<file path="src/rtl/hazard_pkg.sv">
// Shared types for the ID-stage hazard unit.
//   slot_t     : shadow copy of one pipeline stage register (EX, MEM or WB)
//   fwd_sel_e  : EX operand source select
//   REG_ZERO   : architectural x0, never a real destination
package hazard_pkg;

    localparam logic [4:0] REG_ZERO = 5'd0;

    typedef struct packed {
        logic       valid;
        logic [4:0] rd;
        logic       wb_en;
        logic       late;
        logic [4:0] rs1;
        logic [4:0] rs2;
        logic       rs1_used;
        logic       rs2_used;
    } slot_t;

    localparam slot_t SLOT_EMPTY = '0;

    typedef enum logic [1:0] {
        FWD_NONE = 2'd0,
        FWD_MEM  = 2'd1,
        FWD_WB   = 2'd2
    } fwd_sel_e;

    // A slot only produces a value if it holds a real instruction writing a non-zero rd.
    function automatic logic writes_reg(input slot_t s, input logic [4:0] r);
        return s.valid && s.wb_en && (s.rd != REG_ZERO) && (s.rd == r);
    endfunction

endpackage

</file>
<file path="src/rtl/hazard_if.sv">
// Bundle between pipeline traffic control (master) and the hazard unit (slave).
//   ID fields      : valid, rs1/rs2 (+used), rd, wb_en, late
//   stage controls : ex/mem/wb write enables and bubble requests
//   results        : id_stall, fwd_rs1_sel, fwd_rs2_sel
interface hazard_if
    import hazard_pkg::*;
();
    logic       id_valid;
    logic [4:0] id_rs1;
    logic [4:0] id_rs2;
    logic       id_rs1_used;
    logic       id_rs2_used;
    logic [4:0] id_rd;
    logic       id_wb_en;
    logic       id_late;
    logic       ex_wr_en;
    logic       mem_wr_en;
    logic       wb_wr_en;
    logic       ex_gen_bubble;
    logic       mem_gen_bubble;
    logic       wb_gen_bubble;
    logic       id_stall;
    fwd_sel_e   fwd_rs1_sel;
    fwd_sel_e   fwd_rs2_sel;

    modport master (
        output id_valid, id_rs1, id_rs2, id_rs1_used, id_rs2_used, id_rd, id_wb_en, id_late,
        output ex_wr_en, mem_wr_en, wb_wr_en, ex_gen_bubble, mem_gen_bubble, wb_gen_bubble,
        input  id_stall, fwd_rs1_sel, fwd_rs2_sel
    );

    modport slave (
        input  id_valid, id_rs1, id_rs2, id_rs1_used, id_rs2_used, id_rd, id_wb_en, id_late,
        input  ex_wr_en, mem_wr_en, wb_wr_en, ex_gen_bubble, mem_gen_bubble, wb_gen_bubble,
        output id_stall, fwd_rs1_sel, fwd_rs2_sel
    );

endinterface

</file>
<file path="src/rtl/hazard_slot.sv">
// One shadow slot tracking a pipeline stage register.
//   clk, reset  : pipeline clock, synchronous active-high reset (empties the slot)
//   wr_en       : stage register loads this cycle
//   gen_bubble  : load an empty slot instead of d (only meaningful with wr_en)
//   d / q       : incoming / held slot contents
module hazard_slot
    import hazard_pkg::*;
(
    input  logic  clk,
    input  logic  reset,
    input  logic  wr_en,
    input  logic  gen_bubble,
    input  slot_t d,
    output slot_t q
);

    slot_t q_q;

    always_ff @(posedge clk) begin
        if (reset) begin
            q_q <= SLOT_EMPTY;
        end else if (wr_en) begin
            q_q <= gen_bubble ? SLOT_EMPTY : d;
        end
    end

    assign q = q_q;

endmodule

</file>
<file path="src/rtl/hazard_unit.sv">
// ID-stage stall and EX operand-forwarding select generation.
//   clk, reset : pipeline clock, synchronous active-high reset
//   hz_if      : slave side of hazard_if (ID fields, stage controls in; stall/selects out)
// Parameters:
//   FORWARD_EN : MEM->EX and WB->EX bypass paths exist
//   WB_BYPASS  : register file writes through, so WB writers never stall ID
module hazard_unit
    import hazard_pkg::*;
#(
    parameter bit FORWARD_EN = 1'b1,
    parameter bit WB_BYPASS  = 1'b1
) (
    input logic     clk,
    input logic     reset,
    hazard_if.slave hz_if
);

    slot_t id_slot;
    slot_t ex_d;
    slot_t ex_q;
    slot_t mem_q;
    slot_t wb_q;

    always_comb begin
        id_slot = '{valid:    hz_if.id_valid,
                    rd:       hz_if.id_rd,
                    wb_en:    hz_if.id_wb_en,
                    late:     hz_if.id_late,
                    rs1:      hz_if.id_rs1,
                    rs2:      hz_if.id_rs2,
                    rs1_used: hz_if.id_rs1_used,
                    rs2_used: hz_if.id_rs2_used};
        ex_d    = hz_if.id_valid ? id_slot : SLOT_EMPTY;
    end

    hazard_slot u_ex_slot (
        .clk        (clk),
        .reset      (reset),
        .wr_en      (hz_if.ex_wr_en),
        .gen_bubble (hz_if.ex_gen_bubble),
        .d          (ex_d),
        .q          (ex_q)
    );

    hazard_slot u_mem_slot (
        .clk        (clk),
        .reset      (reset),
        .wr_en      (hz_if.mem_wr_en),
        .gen_bubble (hz_if.mem_gen_bubble),
        .d          (ex_q),
        .q          (mem_q)
    );

    hazard_slot u_wb_slot (
        .clk        (clk),
        .reset      (reset),
        .wr_en      (hz_if.wb_wr_en),
        .gen_bubble (hz_if.wb_gen_bubble),
        .d          (mem_q),
        .q          (wb_q)
    );

    // Only slot state and ID fields feed this: traffic control derives its controls from
    // id_stall, so any wr_en/bubble term here would close a combinational loop.
    function automatic logic src_stall(input logic [4:0] rs, input logic used,
                                       input slot_t ex, input slot_t mem, input slot_t wb);
        if (!used || rs == REG_ZERO) begin
            return 1'b0;
        end
        if (FORWARD_EN) begin
            return writes_reg(ex, rs) && ex.late;
        end
        return writes_reg(ex, rs) || writes_reg(mem, rs) || (!WB_BYPASS && writes_reg(wb, rs));
    endfunction

    // MEM is checked first since it holds the youngest value.
    function automatic fwd_sel_e src_fwd(input logic [4:0] rs, input logic used,
                                         input logic ex_valid, input slot_t mem,
                                         input slot_t wb);
        if (!FORWARD_EN || !ex_valid || !used || rs == REG_ZERO) begin
            return FWD_NONE;
        end
        if (writes_reg(mem, rs)) begin
            return FWD_MEM;
        end
        if (writes_reg(wb, rs)) begin
            return FWD_WB;
        end
        return FWD_NONE;
    endfunction

    logic late_escape;

    always_comb begin
        hz_if.id_stall = hz_if.id_valid &&
            (src_stall(hz_if.id_rs1, hz_if.id_rs1_used, ex_q, mem_q, wb_q) ||
             src_stall(hz_if.id_rs2, hz_if.id_rs2_used, ex_q, mem_q, wb_q));
        hz_if.fwd_rs1_sel = src_fwd(ex_q.rs1, ex_q.rs1_used, ex_q.valid, mem_q, wb_q);
        hz_if.fwd_rs2_sel = src_fwd(ex_q.rs2, ex_q.rs2_used, ex_q.valid, mem_q, wb_q);

        // A load result still in MEM cannot be bypassed into EX yet.
        late_escape = ex_q.valid && mem_q.late &&
            ((ex_q.rs1_used && writes_reg(mem_q, ex_q.rs1)) ||
             (ex_q.rs2_used && writes_reg(mem_q, ex_q.rs2)));
    end

    always_ff @(posedge clk) begin
        if (!reset) begin
            assert (!late_escape)
            else $error("hazard_unit: load result in MEM consumed by EX (hazard escape)");
        end
    end

    // WB source fields are carried for uniformity but nothing downstream reads them.
    logic unused_wb_fields;
    assign unused_wb_fields = ^{wb_q.late, wb_q.rs1, wb_q.rs2, wb_q.rs1_used, wb_q.rs2_used};

endmodule

</file>
<file path="src/flat_wrapper.sv">
// flat-port wrapper written by rule: the top's interface ports become plain ports
module hazard_unit_flat import hazard_pkg::*;
#(
    parameter bit FORWARD_EN = 1'b1,
    parameter bit WB_BYPASS  = 1'b1
)
  (clk, reset, hz_if_id_valid, hz_if_id_rs1, hz_if_id_rs2, hz_if_id_rs1_used, hz_if_id_rs2_used, hz_if_id_rd, hz_if_id_wb_en, hz_if_id_late, hz_if_ex_wr_en, hz_if_mem_wr_en, hz_if_wb_wr_en, hz_if_ex_gen_bubble, hz_if_mem_gen_bubble, hz_if_wb_gen_bubble, hz_if_id_stall, hz_if_fwd_rs1_sel, hz_if_fwd_rs2_sel);
  hazard_if hz_if_i ();
  input logic clk;
  input logic reset;
  input wire logic [$bits(hz_if_i.id_valid)-1:0] hz_if_id_valid;
  input wire logic [$bits(hz_if_i.id_rs1)-1:0] hz_if_id_rs1;
  input wire logic [$bits(hz_if_i.id_rs2)-1:0] hz_if_id_rs2;
  input wire logic [$bits(hz_if_i.id_rs1_used)-1:0] hz_if_id_rs1_used;
  input wire logic [$bits(hz_if_i.id_rs2_used)-1:0] hz_if_id_rs2_used;
  input wire logic [$bits(hz_if_i.id_rd)-1:0] hz_if_id_rd;
  input wire logic [$bits(hz_if_i.id_wb_en)-1:0] hz_if_id_wb_en;
  input wire logic [$bits(hz_if_i.id_late)-1:0] hz_if_id_late;
  input wire logic [$bits(hz_if_i.ex_wr_en)-1:0] hz_if_ex_wr_en;
  input wire logic [$bits(hz_if_i.mem_wr_en)-1:0] hz_if_mem_wr_en;
  input wire logic [$bits(hz_if_i.wb_wr_en)-1:0] hz_if_wb_wr_en;
  input wire logic [$bits(hz_if_i.ex_gen_bubble)-1:0] hz_if_ex_gen_bubble;
  input wire logic [$bits(hz_if_i.mem_gen_bubble)-1:0] hz_if_mem_gen_bubble;
  input wire logic [$bits(hz_if_i.wb_gen_bubble)-1:0] hz_if_wb_gen_bubble;
  output wire logic [$bits(hz_if_i.id_stall)-1:0] hz_if_id_stall;
  output wire logic [$bits(hz_if_i.fwd_rs1_sel)-1:0] hz_if_fwd_rs1_sel;
  output wire logic [$bits(hz_if_i.fwd_rs2_sel)-1:0] hz_if_fwd_rs2_sel;
  assign hz_if_i.id_valid = hz_if_id_valid;
  assign hz_if_i.id_rs1 = hz_if_id_rs1;
  assign hz_if_i.id_rs2 = hz_if_id_rs2;
  assign hz_if_i.id_rs1_used = hz_if_id_rs1_used;
  assign hz_if_i.id_rs2_used = hz_if_id_rs2_used;
  assign hz_if_i.id_rd = hz_if_id_rd;
  assign hz_if_i.id_wb_en = hz_if_id_wb_en;
  assign hz_if_i.id_late = hz_if_id_late;
  assign hz_if_i.ex_wr_en = hz_if_ex_wr_en;
  assign hz_if_i.mem_wr_en = hz_if_mem_wr_en;
  assign hz_if_i.wb_wr_en = hz_if_wb_wr_en;
  assign hz_if_i.ex_gen_bubble = hz_if_ex_gen_bubble;
  assign hz_if_i.mem_gen_bubble = hz_if_mem_gen_bubble;
  assign hz_if_i.wb_gen_bubble = hz_if_wb_gen_bubble;
  assign hz_if_id_stall = hz_if_i.id_stall;
  assign hz_if_fwd_rs1_sel = hz_if_i.fwd_rs1_sel;
  assign hz_if_fwd_rs2_sel = hz_if_i.fwd_rs2_sel;
  hazard_unit #(.FORWARD_EN(FORWARD_EN), .WB_BYPASS(WB_BYPASS)) u_core (.clk(clk), .reset(reset), .hz_if(hz_if_i));
endmodule
</file>
<file path="config.mk">
export PLATFORM = sky130hd
export DESIGN_NAME = hazard_unit_flat
export DESIGN_NICKNAME = d
export VERILOG_FILES = /design/src/rtl/hazard_pkg.sv /design/src/rtl/hazard_if.sv /design/src/rtl/hazard_slot.sv /design/src/rtl/hazard_unit.sv /design/src/flat_wrapper.sv
export SDC_FILE = /design/constraint.sdc
export NUM_CORES = 1
export LEC_CHECK = 0
export ABC_AREA = 0
export CORE_MARGIN = 1
export CORE_UTILIZATION = 58
export CTS_CLUSTER_DIAMETER = 60
export DETAILED_ROUTE_END_ITERATION = 10
export PLACE_DENSITY_LB_ADDON = 0.15
export SLEW_MARGIN = 10
export SYNTH_ARGS = -nofsm -noshare
export SYNTH_HDL_FRONTEND = slang
export SYNTH_HIERARCHICAL = 1
export SYNTH_SLANG_ARGS = --single-unit
</file>
<file path="constraint.sdc">
create_clock -name clk -period 2.5 [get_ports clk]
set_input_delay 0.75 -clock clk [delete_from_list [all_inputs] [get_ports clk]]
set_output_delay 0.75 -clock clk [all_outputs]
set_load 0.01 [all_outputs]
</file>
# After elaboration in Yosys (flattened, before gate mapping)
# Cells that the tools add are included.
totals:
  reg_bits: 47
  latch_bits: 0
  mem_bits_rw: 0
  mem_bits_ro: 0
  inputBits: 28
  memories: 0
op_classes:
  add_sub_neg: 0
  mul: 0
  div_mod_pow: 0
  magnitude_cmp: 0
  n_eq_ne: 8
  n_shift: 0
  mux: 38
  bitwise_logic: 0
  reduce_logical: 38
op_table:
  columns: ["op", "n"]
  rows:
  - ["$mux W20", 4]
  - ["$eq A5 B5 Y1", 8]
  - ["$mux W2", 12]
  - ["$mux W1", 22]
  - ["$logic_not A5 Y1", 4]
  - ["$logic_and A1 B1 Y1", 17]
  - ["$reduce_bool A5 Y1", 3]
  - ["$logic_or A1 B1 Y1", 9]
  - ["$logic_not A1 Y1", 5]

# Longest topological paths before layout
# Gate-level depths: netlist of the first run.
depth:
  depth_word: 10
  ltp_mapped: 4

# Cells and area by module
# Netlist of the first run, hierarchy kept.
by_module_without_submodules:
  columns: ["mod", "n_inst", "cells_each", "area_per_inst_um2", "seq_area_each_um2"]
  rows:
  - ["hazard_slot", 3, 88, 870.8, 400.4]
  - ["hazard_unit", 1, 86, 613.1, 0.0]

# Worst setup path after synthesis of the first run
# Ideal clock, no wire load.
synth_path:
  kind: "reg2out"
  startpoint: "register u_core.u_mem_slot.q_q (netlist bit u_core/u_mem_slot/q[17])"
  endpoint: "output hz_if_fwd_rs2_sel[1]"
  arrival_time_ns: 1.426
  required_ns: 1.750
  path_slack_ns: 0.324
  path_stages_with_launch: 5
  path_buffers: 0
  cell_sequence: "dfxtp_1 > or4_1 > o211ai_2 > nand4b_1 > nor4b_2"
synth_between:
  elab_chain_cells: 8
synth_lines:
  columns: ["item", "line", "source"]
  rows:
  - ["start: declaration", "hazard_slot.sv:17", "slot_t q_q;"]
  - ["start signal: assignment", "hazard_slot.sv:23", "q_q <= gen_bubble ? SLOT_EMPTY : d;"]
  - ["$reduce_bool A5 Y1", "hazard_pkg.sv:30", "return s.valid && s.wb_en && (s.rd != REG_ZERO) && (s.rd == r);"]
  - ["$logic_and A1 B1 Y1", null, null]
  - ["$logic_and A1 B1 Y1 (*)", null, null]
  - ["$mux W2", "hazard_unit.sv:83", "if (writes_reg(mem, rs)) begin"]
  - ["$mux W2", "hazard_unit.sv:86", "if (writes_reg(wb, rs)) begin"]
  - ["$mux W2", "hazard_unit.sv:89", "return FWD_NONE;"]
  - ["$mux W2 (*)", "hazard_unit.sv:86", null]
  - ["$mux W2 (*)", "hazard_unit.sv:83", null]
  - ["end: declaration", "flat_wrapper.sv:27", "output wire logic [$bits(hz_if_i.fwd_rs2_sel)-1:0] hz_if_fwd_rs2_sel;"]
# Every way passes the cells marked *; elsewhere a longest branch is shown, timed or not. The select of a mux whose other input is x is not followed.

# Final worst setup path of the first run
# Ends and elaborated chain as after synthesis.

==> out/metrics.yaml, run 1 <==
ios: 33
synth.avg_cell_area_um2: 8.79
drv_slew: 0
row_count: 21
route.detailed.drc: 0
holdBufCountCts: 0
power_density_nw_per_um2: 425
avgRoutedWirePerCell_um: 15.5
start_util_pct: 62.8
viasPerCell: 5.60
p_leak_uw: 0.00104
vias: 1855
r2r_setup_slack_ns: 1.61
wirelength_mm: 5.14
grt_pass1_vias: 1765
drv_cap: 0
fmax_mhz: 381
status: "complete, but fails checks"
syn_inst: 246
insertion_delay_ns: 0.29
hpwl_mm: 3.58
hp-start: "u_core/u_ex_slot/q[12]"
crit_path_max_fanout: 2
ant_nets: 0
drive_gt1_share_pct: 35.4
die-area_um2: 3980
clkTransAtPathRegs_ns: 0.07
r2r_cells: 3
cts_sinks: 34
syn2layout_area_growth_pct: 26.6
firstDrtPassIters: 4
root_buffer: "clkbuf_8"
timing.rr.start: "u_core/u_ex_slot/q[17]"
hold_path_class: "reg2reg"
end_kind: "output pin"
finalClockSkew_ns: 0.00165
layout_min_cycle_time_ns: 2.63
required_ns: 1.75
clockBufferDepth: 2
syn-num-nets: 274
total_power_uw: 1160
timing.final.crit_share_pct: 105
synth_area_um2: 2160
io_buffers: 32
first_iter_violations: 83
violations: "negative setup slack"
cts_buffers: 5
cts_max_level: 2
die-height_um: 63.1
critical_path_class: "reg2out"
slew-limit-headroom_pct: 66.0
worstHoldPathCells: 2
setup_viol_count_final: 3
antenna_found_initial: 0
gp_congestion: 0.876
tightest_slew_ns: 0.509
ir_worst_vdd_mv: 0.370
ys_warn_count: 6
final_cells: 331
die_w_um: 63.1
rsz0062_at_grt: "true"
finalHoldViolations: 0
r2r-end: "u_core/u_mem_slot/q[17]"
insertedDiodeCount: 0
core_um2: 3440
worstHoldEndpoint: "u_core/u_ex_slot/q[12]"
arrival_ns: 1.88
nets: 312
grt_usage_pct: 27.0
grt_first_pass_wirelength_mm: 8.21
grt_remaining_overflow: 0
dp.cells: 322
critPathLaunchType: "flop"
fin_ws_ns: -0.125
cts_tree: "done"
grt_max_degree: 41
==> critical path, stage by stage (launching register included) <==
cell and delay, ns:
dfxtp_2 0.32, or4_4 0.52, o211ai_2 0.18, nand4b_1 0.18
nor4b_4 0.21, buf_2 0.17
==> layout make-up <==
class                      instances  area [um^2]
multi-input combinational        186         1450
sequential                        34          688
timing repair buffer              57          448
clock buffer                       6         82.6
tap                               46         57.6
fill                             230          706
clock inverter                     2         12.5
==> cell usage in the layout, fill, tap and decap left out, types with 4 or more instances in the layout <==
cell type,count
xor2_1,11
clkbuf_2,7
a21oi_1,27
dfxtp_2,6
nor3_1,4
nand3_1,5
nand2b_2,23
a21oi_2,8
and2_1,19
clkbuf_8,6
buf_4,23
nand3b_1,34
dfxtp_1,28
clkdlybuf4s50_1,14
xnor2_1,14
nand2b_1,11
buf_2,8
==> how the worst max path moves through the flow <==
stage                            to  depth (start not counted)                     from  slack [ns]
2_1_floorplan  hz_if_fwd_rs2_sel[1]                          4  u_core/u_mem_slot/q[17]        0.32
3_3_place_gp         hz_if_id_stall                          6          hz_if_id_rs1[0]       -0.65
3_5_place_dp         hz_if_id_stall                          5          hz_if_id_rs2[3]       -0.68
4_1_cts        hz_if_fwd_rs2_sel[1]                          5  u_core/u_mem_slot/q[17]       -0.12
5_1_grt        hz_if_fwd_rs2_sel[1]                          5  u_core/u_mem_slot/q[17]       -0.21
6_report       hz_if_fwd_rs2_sel[1]                          5  u_core/u_mem_slot/q[17]       -0.13
==> sequential cells by signal, summed over array words and instances (netlist names) <==
name,flops
u_core/u_ex_slot/q,20
u_core/u_wb_slot/q,7
u_core/u_mem_slot/q,7
==> through the flow <==
step	worst slack, ns	TNS, ns	hold slack, ns	area, um^2	utilization, %
2_1_floorplan	0.324	0	0.446	2160	-
4_1_cts	-0.122	-0.253	0.476	2700	78.6
3_3_place_gp	-0.645	-0.984	0.458	2570	74.7
3_5_place_dp	-0.679	-1.17	0.466	2570	74.7
5_1_grt	-0.209	-0.516	0.504	2740	79.5
6_report	-0.125	-0.238	0.476	2740	79.5
==> repair_timing <==
item	CTS	global route
gates cloned	0	0
gates resized for setup	48	34
buffers inserted	1	0
pin swaps	8	15
endpoints found under the setup margin	5	5
==> routing by layer <==
| metal | track usage [%] | share of wire, % |
|---|---|---|
| met5 | 0 | 0 |
| met2 | 47.3 | 50 |
| met1 | 32.0 | 45 |
| met4 | 6.98 | 1.2 |
| met3 | 7.61 | 3.4 |
==> where the power goes <==
group / internal (uW) / switching (uW) / total, uW
combinational: 94.7 / 77.5 / 172
sequential: 551 / 13.2 / 564
clock: 221 / 205 / 426
total: 867 / 296 / 1160
Power figures use the tool's default switching activity.
==> inputs of run 2 (changes only) <==
--- a/config.mk
+++ b/config.mk
@@ -10,7 +10,8 @@
 export CORE_UTILIZATION = 58
 export CTS_CLUSTER_DIAMETER = 60
 export DETAILED_ROUTE_END_ITERATION = 10
-export PLACE_DENSITY_LB_ADDON = 0.15
+export PLACE_DENSITY = 0.81
+export SKIP_CTS_REPAIR_TIMING = 1
 export SLEW_MARGIN = 10
 export SYNTH_ARGS = -nofsm -noshare
 export SYNTH_HDL_FRONTEND = slang
==> run 2 against run 1 <==
Effect of this change:
- the flow still finishes with violations (negative setup slack)
- cell count rose by 0.30%
- setup slack got worse by 0.012 ns
- register-to-register slack got worse by 0.09 ns
- utilization rose by 0.84 points
- wire length fell by 0.80%
- global-route usage fell by 1.3 points
- fmax fell by 0.45%
- combinational power barely moved
- count of clock-buffer cells in the layout rose by 1
- power fell by 0.66%
- via count fell by 0.22%
- critical endpoint is now hz_if_id_stall
- largest cell class unchanged
- largest power group unchanged
- highest routed layer unchanged
==> out/metrics.yaml, run 2 (same netlist as run 1, synthesis figures left out) <==
core_um2: 3440  # unchanged
cp_slowest_stage_delay_ns: 0.45  # was 0.52 ns
start_util_pct: 62.8  # unchanged
critical_path_class: "in2out"  # was reg2out
rsz0062_at_grt: "true"  # unchanged
antenna_found_initial: 0  # unchanged
first_iter_violations: 92  # was 83
arrival_ns: 1.89  # was 1.88 ns
gp_congestion: 0.810  # was 0.876
hpwl_mm: 3.42  # was 3.58 mm
viasPerCell: 5.58  # was 5.60
tightest_slew_ns: 0.544  # was 0.509 ns
final_cell_mix: "34 x nand3b_1, 27 x a21oi_1, 26 x dfxtp_1"  # was 34 x nand3b_1, 28 x dfxtp_1, 27 x a21oi_1
route.detailed.drc: 0  # unchanged
ir_worst_vdd_mv: 0.349  # was 0.370 mV
violations: "negative setup slack"  # unchanged
grt_pass1_vias: 1741  # was 1765
crit_buf_inv: 2  # was 1
seq_power_share_pct: 48.8  # was 48.5%
io_buffers: 32  # unchanged
grt_remaining_overflow: 0  # unchanged
setup_viol_count_final: 3  # unchanged
post-place-ws_ns: -0.678  # was -0.679 ns
layout_min_cycle_time_ns: 2.64  # was 2.63 ns
grt_util_met1_pct: 32.0  # about the same
drv_cap: 0  # unchanged
clockBufferDepth: 2  # unchanged
nets: 313  # was 312
crit_family: "buffers and inverters"  # was simple AND/OR/NAND/NOR gates
ios: 33  # unchanged
die-height_um: 63.1  # unchanged
grt_first_pass_wirelength_mm: 8.02  # was 8.21 mm
use_met3_pct: 6.16  # was 7.61%
ant_nets: 0  # unchanged
p_comb_share_pct: 14.7  # was 14.8%
p_leak_uw: 0.00108  # was 0.00104 uW
drv_slew: 0  # unchanged
critPathLaunchType: "primary input"  # was flop
grt.busiest_layer: "met2"  # unchanged
timing.critical_path.cells: "clkdlybuf4s50_1, nor2_1, o41ai_2, a211oi_2, o21a_1, clkbuf_2"  # was or4_4, o211ai_2, nand4b_1, nor4b_4, buf_2
end_kind: "output pin"  # unchanged
wirelength_mm: 5.09  # was 5.14 mm
grt_usage_pct: 25.8  # was 27.0%
power_density_nw_per_um2: 418  # was 425 nW/um^2
avgRoutedWirePerCell_um: 15.3  # was 15.5 um
crit_path_max_fanout: 3  # was 2
switchingPower_uw: 285  # was 296 uW
grt_max_degree: 41  # unchanged
layout_commonest_cell: "nand3b_1"  # unchanged
insertion_delay_ns: 0.29  # about the same
intPower_uw: 869  # was 867 uW
hold_path_class: "reg2reg"  # unchanged
cts_sinks: 34  # unchanged
row_count: 21  # unchanged
cts_buffers: 5  # unchanged
switching_share_pct: 24.7  # was 25.4%
clkTransAtPathRegs_ns: 0.06  # was 0.07 ns
clock_power_share_pct: 36.5  # was 36.7%
root_buffer: "clkbuf_8"  # unchanged
die-area_um2: 3980  # unchanged
finalClockSkew_ns: 0.00182  # was 0.00165 ns
syn2layout_area_growth_pct: 27.9  # was 26.6%
cts_tree: "done"  # unchanged
largest_reg_flops: 20  # unchanged
use_met2_pct: 43.0  # was 47.3%
timing.final.crit_share_pct: 105  # about the same
fmax_mhz: 379  # was 381 MHz
firstDrtPassIters: 4  # unchanged
fin_ws_ns: -0.137  # was -0.125 ns
finalHoldViolations: 0  # unchanged
drive_gt1_share_pct: 31.1  # was 35.4%
insertedDiodeCount: 0  # unchanged
cts_max_level: 2  # unchanged
status: "complete, but fails checks"  # unchanged
vias: 1851  # was 1855
cp_slowest_cell: "clkdlybuf4s50_1"  # was or4_4
total_power_uw: 1150  # was 1160 uW
required_ns: 1.75  # about the same
slew-limit-headroom_pct: 63.6  # was 66.0%
die_w_um: 63.1  # unchanged
fillers: 234  # was 230
-- run 2: cell types whose count changed in the layout (fill, tap and decap cells not counted), sizes merged --
cell / change
clkbuf: -4
clkdlybuf4s50: +4
buf: -4
dlymetal6s2s: +6
clkinvlp: -1
-- run 2: layout make-up --
class	count	area (um^2)	area share [%]
clock inverters	1	5.00	0.181
clock buffers	7	86.3	3.12
multi-input cells	186	1410	50.8
repair buffers	58	520	18.8
well taps	46	57.6	2.08
flip-flops and latches	34	691	25.0
-- run 2: worst reg2reg max path, delay by kind of cell, from the launching register on --
family,cells,cell delay [ns]
AND/OR/NAND/NOR,1,0.12
AO/OA/AOI/OAI,1,0.17
buffers and inverters,1,0.17
flip-flops,1,0.45
-- run 2: power by group through the flow --
stage | clock [uW] | combinational (uW) | sequential (uW)
6_report | 422 | 169 | 564
5_1_grt | 452 | 183 | 564
4_1_cts | 423 | 161 | 562
3_5_place_dp | 0 | 160 | 575
3_3_place_gp | 0 | 158 | 575
2_1_floorplan | 0 | 105 | 572
-- run 2: routing by layer --
| metal | share of wire, % | routed length [um] |
|---|---|---|
| met1 | 44 | 2250 |
| met2 | 49 | 2510 |
| met3 | 5.1 | 259 |
| met4 | 1.4 | 72 |
| met5 | 0 | 0 |
-- run 2: path summary, 6_finish.rpt --
kind	start	to	slack [ns]	cells past startpoint
worst min-delay path	u_core/u_wb_slot/q[19]	u_core/u_wb_slot/q[19]	0.48	2
worst max-delay path	hz_if_id_rs1[1]	hz_if_id_stall	-0.14	6
worst max register to register	u_core/u_ex_slot/q[16]	u_core/u_mem_slot/q[16]	1.52	3
worst min register to register	u_core/u_wb_slot/q[19]	u_core/u_wb_slot/q[19]	0.48	2
-- run 2: metrics by stage --
stage / setup TNS [ns] / std cells / util [%] / hold slack [ns] / area (um^2)
finish: -0.317 / 332 / 80.3 / 0.475 / 2770
global route: -0.524 / 332 / 80.3 / 0.507 / 2770
CTS: -2.34 / 327 / 76.7 / 0.474 / 2640
detailed placement: -1.09 / 319 / 74.0 / 0.466 / 2550
global placement: -1.03 / 319 / 74.0 / 0.459 / 2550
floorplan: 0 / 246 / - / 0.446 / 2160
==> inputs of run 3 (changes only) <==
==> constraint.sdc (replaced) <==
create_clock -name clk -period 2.7 [get_ports clk]
set_input_delay 0.81 -clock clk [delete_from_list [all_inputs] [get_ports clk]]
set_output_delay 0.81 -clock clk [all_outputs]
set_load 0.01 [all_outputs]
==> run 3 against run 2 <==
Effect of this change:
- the flow still finishes with violations (negative setup slack)
- global-route usage rose by 0.58 points
- via count fell by 2.7%
- count of clock-buffer cells in the layout fell by 2
- worst hold slack got worse by 0.0027 ns
- setup slack improved by 0.054 ns
- utilization fell by 2.0 points
- cell count fell by 3.6%
- sequential share of layout area rose by 0.35 points
- design area fell by 2.4%
- non-clock buffer count fell by 12
- first-iteration DRC count rose by 63%
- clock power rose by 34%
==> out/metrics.yaml, run 3 (same netlist as run 1, synthesis figures left out) <==
layout_commonest_cell: "nand3b_1"  # unchanged
drv_slew: 0  # unchanged
ios: 33  # unchanged
final_cells: 320  # was 332
grt_pass1_vias: 1716  # was 1741
clockBufferDepth: 2  # unchanged
avgRoutedWirePerCell_um: 15.8  # was 15.3 um
layout_min_cycle_time_ns: 2.78
row_count: 21  # unchanged
crit_path_max_fanout: 2  # was 3
power_density_nw_per_um2: 460  # was 418 nW/um^2
first_iter_violations: 150  # was 92
arrival_ns: 1.97  # was 1.89 ns
grt_usage_pct: 26.4  # was 25.8%
nets: 301  # was 313
cts_tree: "done"  # unchanged
cts_max_level: 2  # unchanged
wirelength_mm: 5.06  # was 5.09 mm
insertedDiodeCount: 0  # unchanged
ant_nets: 0  # unchanged
timing.final.crit_share_pct: 103
tightest_slew_ns: 0.542  # was 0.544 ns
crit_family: "simple AND/OR/NAND/NOR gates"  # was buffers and inverters
slew-limit-headroom_pct: 63.7  # was 63.6%
timing.critical_path.cells: "or4_4, o211ai_2, buf_4, or4_4, nor4b_4, buf_2"  # was clkdlybuf4s50_1, nor2_1, o41ai_2, a211oi_2, o21a_1, clkbuf_2
p_leak_uw: 0.00107  # was 0.00108 uW
holdWs_ns: 0.473  # was 0.475 ns
critical_path_class: "reg2out"  # was in2out
drv_cap: 0  # unchanged
hpwl_mm: 3.37  # was 3.42 mm
dp.cells: 311  # was 319
rsz0062_at_grt: "true"  # unchanged
die-area_um2: 3980  # unchanged
dpl-instance-area_um2: 2490  # was 2550 um^2
violations: "negative setup slack"  # unchanged
route.detailed.drc: 0  # unchanged
final_core_util_pct: 78.4  # was 80.3%
final_cell_mix: "34 x nand3b_1, 32 x dfxtp_1, 26 x a21oi_1"  # was 34 x nand3b_1, 27 x a21oi_1, 26 x dfxtp_1
final_area_um2: 2700  # was 2770 um^2
grt_first_pass_wirelength_mm: 8.11  # was 8.02 mm
cp_slowest_stage_delay_ns: 0.53  # was 0.45 ns
start_util_pct: 62.8  # unchanged
multiInputGateArea_um2: 1380  # was 1410 um^2
critPathMostFrequentCell: "or4_4"
fillers: 234  # unchanged
seq_area_um2: 683  # was 691 um^2
hold_path_class: "reg2reg"  # unchanged
die-height_um: 63.1  # unchanged
end_kind: "output pin"  # unchanged
syn2layout_area_growth_pct: 24.8  # was 27.9%
critPathLaunchType: "flop"  # was primary input
core_um2: 3440  # unchanged
cts_sinks: 34  # unchanged
setup_viol_count_final: 1  # was 3
finalClockSkew_ns: 0.00321  # was 0.00182 ns
grt_max_degree: 41  # unchanged
insertion_delay_ns: 0.29  # about the same
grt_remaining_overflow: 0  # unchanged
total_power_uw: 1240  # was 1150 uW
drive_gt1_share_pct: 25.2  # was 31.1%
antenna_found_initial: 0  # unchanged
fmax_mhz: 359
root_buffer: "clkbuf_8"  # unchanged
io_buffers: 32  # unchanged
status: "complete, but fails checks"  # unchanged
required_ns: 1.89  # was 1.75 ns
die_w_um: 63.1  # unchanged
ir_worst_vdd_mv: 0.329  # was 0.349 mV
largest_reg_flops: 20  # unchanged
viasPerCell: 5.63  # was 5.58
cts_buffers: 5  # unchanged
crit_buf_inv: 2  # unchanged
vias: 1801  # was 1851
finalHoldViolations: 0  # unchanged
firstDrtPassIters: 4  # unchanged
gp_congestion: 0.781  # was 0.810
clkTransAtPathRegs_ns: 0.07  # was 0.06 ns
cp_slowest_cell: "or4_4"  # was clkdlybuf4s50_1
fin_ws_ns: -0.0833  # was -0.137 ns
[run 3: path summary, 6_finish.rpt]
check                          start                      end  slack (ns)  depth (start not counted)
min           u_core/u_ex_slot/q[12]   u_core/u_ex_slot/q[12]        0.47                          2
max          u_core/u_mem_slot/q[15]     hz_if_fwd_rs1_sel[1]       -0.08                          6
max reg2reg   u_core/u_ex_slot/q[19]  u_core/u_mem_slot/q[19]        1.88                          2
min reg2reg   u_core/u_ex_slot/q[12]   u_core/u_ex_slot/q[12]        0.47                          2
[run 3: final cells by class]
type                            count  share of cell area (%)
Multi-Input combinational cell    186                    51.1
Sequential cell                    34                    25.3
Timing Repair Buffer               46                    16.3
Clock buffer                        5                    2.55
Clock inverter                      3                    2.55
Tap cell                           46                    2.13
[run 3: routing by layer]
layer / share of wire (%) / track usage (%) / wire length (um) / vias to the layer above
met5: 0 / 0 / 0 / -
met4: 2.5 / 9.88 / 127 / 0
met3: 4.0 / 5.98 / 203 / 15
met2: 50 / 44.5 / 2530 / 47
met1: 44 / 32.3 / 2200 / 855
li1: - / - / - / 884
[run 3: stage by stage]
step	setup WS, ns	TNS (ns)
3_5_place_dp	-0.609	-0.787
2_1_floorplan	0.428	0
4_1_cts	-0.674	-1.90
6_report	-0.0833	-0.0833
3_3_place_gp	-0.587	-0.684
5_1_grt	-0.143	-0.246
[run 3: worst reg2reg max path, cell delays in order, from the launching register on]
cell and delay, ns:
dfxtp_1 0.48, nand3b_1 0.11, a21oi_1 0.16
[run 3: power breakdown]
part           internal, uW  total [uW]  switching (uW)  leakage (uW)
sequential              510         522            12.7      0.000276
clock                   370         566             196     0.0000683
combinational          86.0         153            66.5      0.000725
total                   965        1240             275       0.00107
